**src/rtl/axis_ram_writer.sv**
```systemverilog
// axis_ram_writer: buffers AXI4-Stream samples and writes them as fixed INCR bursts into a RAM ring
module axis_ram_writer #(
    parameter int BURST_LEN  = 16,
    parameter int FIFO_DEPTH = 64
) (
    input  logic        aclk,
    input  logic        aresetn,
    input  logic        cfg_enable,
    input  logic [31:0] cfg_base_addr,
    input  logic [15:0] cfg_buf_bursts,
    input  logic [31:0] s_axis_tdata,
    input  logic        s_axis_tvalid,
    output logic        s_axis_tready,
    output logic [31:0] m_axi_awaddr,
    output logic [7:0]  m_axi_awlen,
    output logic [2:0]  m_axi_awsize,
    output logic [1:0]  m_axi_awburst,
    output logic        m_axi_awvalid,
    input  logic        m_axi_awready,
    output logic [31:0] m_axi_wdata,
    output logic [3:0]  m_axi_wstrb,
    output logic        m_axi_wlast,
    output logic        m_axi_wvalid,
    input  logic        m_axi_wready,
    input  logic [1:0]  m_axi_bresp,
    input  logic        m_axi_bvalid,
    output logic        m_axi_bready,
    output logic [31:0] sts_write_ptr,
    output logic        sts_overflow,
    output logic        sts_resp_error
);
    localparam int AW  = $clog2(FIFO_DEPTH);
    localparam int CW  = AW + 1;
    localparam int BW  = $clog2(BURST_LEN);
    localparam int OFS = $clog2(BURST_LEN * 4);

    typedef enum logic [1:0] {IDLE, ADDR, DATA, RESP} state_t;

    state_t        state_q, state_d;
    logic [31:0]   mem_q [FIFO_DEPTH];
    logic [AW-1:0] wr_q, wr_d, rd_q, rd_d;
    logic [CW-1:0] cnt_q, cnt_d;
    logic [BW-1:0] beat_q, beat_d;
    logic [15:0]   idx_q, idx_d, size_q, size_d, idx_nxt, idx_wrap, size_eff;
    logic [31:0]   base_q, base_d, ptr_q, ptr_d;
    logic          en_q, ovf_q, ovf_d, err_q, err_d;
    logic          rise, flush, push, pop;

    assign rise     = cfg_enable && !en_q;
    assign flush    = !cfg_enable && state_q == IDLE;
    assign s_axis_tready = aresetn && (cfg_enable ? cnt_q != CW'(FIFO_DEPTH) : state_q == IDLE);
    assign push     = cfg_enable && s_axis_tvalid && s_axis_tready;
    assign pop      = state_q == DATA && m_axi_wready;
    assign size_eff = size_q == '0 ? 16'd1 : size_q;
    assign idx_nxt  = idx_q + 16'd1;
    assign idx_wrap = idx_nxt == size_eff ? 16'd0 : idx_nxt;

    assign m_axi_awaddr   = base_q + (32'(idx_q) << OFS);
    assign m_axi_awlen    = 8'(BURST_LEN - 1);
    assign m_axi_awsize   = 3'b010;
    assign m_axi_awburst  = 2'b01;
    assign m_axi_awvalid  = state_q == ADDR;
    assign m_axi_wdata    = state_q == DATA ? mem_q[rd_q] : 32'd0;
    assign m_axi_wstrb    = 4'hF;
    assign m_axi_wvalid   = state_q == DATA;
    assign m_axi_wlast    = state_q == DATA && beat_q == BW'(BURST_LEN - 1);
    assign m_axi_bready   = state_q == RESP;
    assign sts_write_ptr  = ptr_q;
    assign sts_overflow   = ovf_q;
    assign sts_resp_error = err_q;

    // Next state for the burst FSM, FIFO pointers, ring position and sticky flags
    always_comb begin
        state_d = state_q;
        beat_d  = beat_q;
        idx_d   = idx_q;
        ptr_d   = ptr_q;
        base_d  = base_q;
        size_d  = size_q;
        ovf_d   = ovf_q;
        err_d   = err_q;
        cnt_d   = flush ? '0 : cnt_q + CW'(push) - CW'(pop);
        wr_d    = flush ? '0 : wr_q + AW'(push);
        rd_d    = flush ? '0 : rd_q + AW'(pop);
        if (rise) begin
            base_d = cfg_base_addr;
            size_d = cfg_buf_bursts;
            idx_d  = '0;
            ptr_d  = '0;
            ovf_d  = 1'b0;
            err_d  = 1'b0;
        end
        if (cfg_enable && s_axis_tvalid && !s_axis_tready) ovf_d = 1'b1;
        case (state_q)
            IDLE: if (cfg_enable && cnt_q >= CW'(BURST_LEN)) state_d = ADDR;
            ADDR: if (m_axi_awready) begin
                state_d = DATA;
                beat_d  = '0;
            end
            DATA: if (m_axi_wready) begin
                beat_d = beat_q + 1'b1;
                if (beat_q == BW'(BURST_LEN - 1)) state_d = RESP;
            end
            RESP: if (m_axi_bvalid) begin
                if (m_axi_bresp != 2'b00) err_d = 1'b1;
                idx_d   = idx_wrap;
                ptr_d   = 32'(idx_wrap) << OFS;
                state_d = IDLE;
            end
            default: state_d = IDLE;
        endcase
    end

    // State registers with asynchronous reset
    always_ff @(posedge aclk or negedge aresetn) begin
        if (!aresetn) begin
            state_q <= IDLE;
            beat_q  <= '0;
            idx_q   <= '0;
            ptr_q   <= '0;
            base_q  <= '0;
            size_q  <= '0;
            ovf_q   <= 1'b0;
            err_q   <= 1'b0;
            en_q    <= 1'b0;
            cnt_q   <= '0;
            wr_q    <= '0;
            rd_q    <= '0;
        end else begin
            state_q <= state_d;
            beat_q  <= beat_d;
            idx_q   <= idx_d;
            ptr_q   <= ptr_d;
            base_q  <= base_d;
            size_q  <= size_d;
            ovf_q   <= ovf_d;
            err_q   <= err_d;
            en_q    <= cfg_enable;
            cnt_q   <= cnt_d;
            wr_q    <= wr_d;
            rd_q    <= rd_d;
        end
    end

    // Sample storage; contents need no reset since pointers define validity
    always_ff @(posedge aclk) begin
        if (push) mem_q[wr_q] <= s_axis_tdata;
    end
endmodule

```
**config.mk**
```make
export PLATFORM = sky130hd
export DESIGN_NAME = axis_ram_writer
export DESIGN_NICKNAME = d
export VERILOG_FILES = /design/src/rtl/axis_ram_writer.sv
export SDC_FILE = /design/constraint.sdc
export NUM_CORES = 2
export LEC_CHECK = 0
export CAP_MARGIN = 10
export CORE_MARGIN = 2
export CORE_UTILIZATION = 50
export CTS_BUF_LIST = sky130_fd_sc_hd__clkbuf_16
export DETAILED_ROUTE_END_ITERATION = 10
export GPL_TIMING_DRIVEN = 0
export PLACE_DENSITY = 0.63
export SYNTH_ARGS = -nofsm -noshare
export SYNTH_HDL_FRONTEND = slang
export SYNTH_SLANG_ARGS = --single-unit
```
**constraint.sdc**
```tcl
create_clock -name aclk -period 4.75 [get_ports aclk]
set_input_delay 0.95 -clock aclk [delete_from_list [all_inputs] [get_ports aclk]]
set_output_delay 0.95 -clock aclk [all_outputs]
set_load 0.01 [all_outputs]
```
==> metrics.md <==
| Metric | Value |
|---|---|
| Reg2reg end | `mem_q[22][13]` |
| I/O Pins | `209` |
| Post-synth ARST share | `roughly 5.7%` |
| FMAX | `approximately 200 MHz` |
| Clk Latency, worst-skew pair | `around 870 ps` |
| RSZ-0062 raised after global routing | `true` |
| Worst path depth | `9` |
| Sequential area share after synthesis | `75.5%` |
| M1 wire length | `102000 um` |
| Core area | `about 170000 sq um` |
| CP cell instances | `nand2b_1 -> clkbuf_8 -> clkbuf_1 -> o221ai_1 -> o22ai_1 -> nor3_1 -> a21oi_1 -> o22ai_1 -> clkdlybuf4s50_1` |
| Max Slew Vio Count | `0` |
| Crit-path leading delay family | `buffers and inverters` |
| Tightest Pin Transition | `around 1300 ps` |
| Footprint of the multi-input gates | `~22000 sq um` |
| Status | `finished, violations left` |
| Final period util | `105%` |
| Initial antenna violation count | `13` |
| Filler cells | `approximately 12000` |
| Root Driver | `clkbuf_16` |
| Worst clock skew | `between 20 and 30 ps` |
| Die ar. | `approximately 170000 sq um` |
| FP Rows | `151` |
| Crit path max-delay cell type | `clkdlybuf4s50_1` |
| Synth Instances | `around 4500` |
| Final critical-path setup slack | `-230 ps` |
| Die Height | `418 um` |
| Synth unique cells | `71` |
| Final hold vios | `0` |
| Leakage Power | `around 34 nW` |
| WL/cell | `33.9 um` |
| Share of layout cells above drive strength 1 | `approximately a quarter` |
| Synth Flop Type | `edfxtp_1` |
| Max incr delay on CP | `a little under 600 ps` |
| Overall power | `~52 mW` |
| CP arrival | `between 4000 and 5000 ps` |
| DP Worst Slack | `-1930 ps` |
| Port buffer count | `190` |
| # clock sinks | `2172` |
| CP Launch Type | `flip-flop` |
| First-pass GRT wire length | `351000 um` |
| Met3 WL | `27100 um` |
| CP most frequent cell | `o22ai_1` |
| Final wirelength | `roughly 250000 um` |
| Worst Path Buf+Inv | `3` |
| Slew HR | `approximately 14%` |
| Fin area | `around 100000 sq um` |
| Post-DP HPWL | `roughly 170000 um` |
| Top Layer Used | `met5` |
| Synth Area per Inst | `18.9 sq um` |
| Failing checks | `negative setup slack` |
| Post-route ant nets | `0` |
| GRT Overall Usage | `roughly 29%` |
| Via count | `~48000` |
| Cts bufs inserted | `about 220` |
| Placer congestion estimate | `approximately 1.0` |
| Router iterations before antenna repair | `6` |
| Total grt overflow | `0` |
| Worst R2R Start | `state_q[0]` |
| Worst vdd ir | `about 0.42 mV` |
| Largest net degree at the start of global routing | `89` |
| Worst-path clk slew | `70 ps` |
| Max FO, Critical Path | `10` |
| Initial Util | `approximately half` |
| Synth-to-Final Area Change | `19.6%` |
| NumNets Final | `between 5000 and 6000` |
| Worst Setup End Kind | `output pin` |
| 1st-iter DRT viols | `roughly 6800` |
| Worst hold slack | `roughly 24 ps` |
| Critical Setup Path Class | `reg -> out` |
| Max_cap viols | `0` |
| DP Area | `just over 90000 sq um` |
| Internal reg-to-reg setup slack | `470 ps` |
| Final setup fails | `6` |
| Mapped cell area | `between 80000 and 90000 sq um` |
| Reg2reg path depth | `9` |
| Max clock buf depth | `3` |
| Hold Path Class | `in -> async` |
| Met2 wire len | `roughly 110000 um` |
| Final core occ | `60.3%` |
| Worst EP required | `between 3000 and 4000 ps` |
| Vias in the first global route | `~46000` |
| Die X | `418 um` |
| H-tree depth | `4` |
| FF+latch area | `about 65000 sq um` |
| Number of synthesized flops with an enable pin | `2048` |
| Yosys reg bits | `~2200` |
| Cell area power density | `about 510 nW/um^2` |
| Via-to-Cell Ratio | `6.40` |
| Yosys warns | `0` |
| Drt drc | `0` |
| TritonCTS clock tree | `done` |
| Final critical-path required period | `4980 ps` |
==> metrics by stage <==
stage,TNS (ps),instances
detailed placement,-200490,7043
global placement,-,6944
global route,-689,7463
CTS,-921,7440
finish,-402,7466
floorplan,0,4536
==> cells by family after synthesis <==
kind of cell    Yosys count  share of synthesized area [%]
compound gates          704                           5.66
mux                     797                           13.7
flops                  2172                           75.5
other cells               2                        0.00878
buf+inv                 325                           1.64
xor+xnor                 72                          0.737
simple gates            411                           2.22
fa+ha+maj                38                          0.573
==> flip-flops by register name (all words and copies together) (netlist names) <==
name            cells
en_q                1
beat_q              4
cnt_q               7
rd_q                6
idx_q              16
base_q             32
wr_q                6
sts_overflow        1
mem_q            2048
size_q             16
state_q             2
sts_resp_error      1
sts_write_ptr      32
==> worst max-delay path by stage <==
stage / from / slack, ps / endpoint
finish: rd_q[1] / -230 / m_axi_wdata[9]
detailed placement: rd_q[1] / -1930 / m_axi_wdata[11]
floorplan: cfg_enable / 1010 / mem_q[63][0]
global placement: aresetn / -6560 / mem_q[34][13]
global route: rd_q[0] / -180 / m_axi_wdata[9]
CTS: rd_q[0] / -190 / m_axi_wdata[8]
==> cell type report <==
| cell class | instances | share of cell area, % |
|---|---|---|
| diodes | 5 | 0.0122 |
| flip-flops and latches | 2172 | 63.1 |
| inverters | 39 | 0.145 |
| well taps | 2218 | 2.71 |
| clock buffers | 216 | 5.28 |
| multi-input cells | 2039 | 21.1 |
| clock inverters | 168 | 1.06 |
| repair buffers | 327 | 4.16 |
| plain buffers | 282 | 2.44 |
==> metal layers <==
layer | vias to the layer above | GRT usage (%)
li1 | 19800 | -
met1 | 24900 | 42.2
met2 | 2678 | 42.4
met3 | 406 | 6.37
met4 | 10 | 11.8
met5 | - | 0
==> cell usage after synthesis, types with 3 or more instances <==
master,count,area (sq um)
inv_1,36,135
o22ai_1,145,907
nand2b_1,4,25.0
o221ai_1,229,2010
a22o_1,5,43.8
edfxtp_1,2048,61500
nor2b_1,10,62.6
o32ai_1,3,26.3
nand4_1,15,93.8
or3_1,4,25.0
mux4_2,292,6580
nor3_1,64,320
buf_2,62,310
nor2_1,190,713
o21ai_0,36,180
nand2_1,58,218
buf_4,25,188
a31oi_1,3,18.8
and2_1,19,119
clkbuf_1,153,574
buf_1,43,161
o21bai_1,4,30.0
dfrtp_1,124,3100
o31ai_1,19,143
mux2i_1,459,4590
nand3_1,18,90.1
nor4_1,8,50.1
xor2_1,30,263
a211oi_1,8,60.1
a21oi_1,203,1020
o21a_1,4,30.0
a22oi_1,15,113
xnor2_1,42,368
a21boi_0,4,30.0
ha_1,36,450
and3_1,3,18.8
a21o_1,7,52.6
mux2_2,46,518
==> repair_timing <==
action	CTS	global route
setup buffers	14	20
setup endpoints to repair	42	44
endpoints found under the hold margin	37	0
hold buffers	1	0
pin swaps	74	43
cloned	2	1
gates resized for setup	756	113
==> report_power, final <==
group / total (mW) / leakage (nW) / switching [mW] / internal (mW)
logic: 14.8 / 10.2 / 8.92 / 5.88
clock network: 15.9 / 3.35 / 7.23 / 8.70
registers: 21.3 / 20.0 / 0.165 / 21.1
total: 52.0 / 33.5 / 16.3 / 35.7
==> cells in the final DEF (no fill, tap or decap), types with 52 or more instances in the layout <==
cell type,instances
o22ai_1,111
nor2_4,81
a21oi_1,156
clkbuf_16,219
mux2i_1,455
clkdlybuf4s50_1,116
nand2_1,58
o221ai_1,190
mux4_2,292
dfrtp_1,116
clkbuf_2,52
inv_1,81
buf_4,72
nor2_1,92
edfxtp_1,2048
buf_12,87
clkinv_1,64
Note: power is estimated with default switching activity, not from simulation.
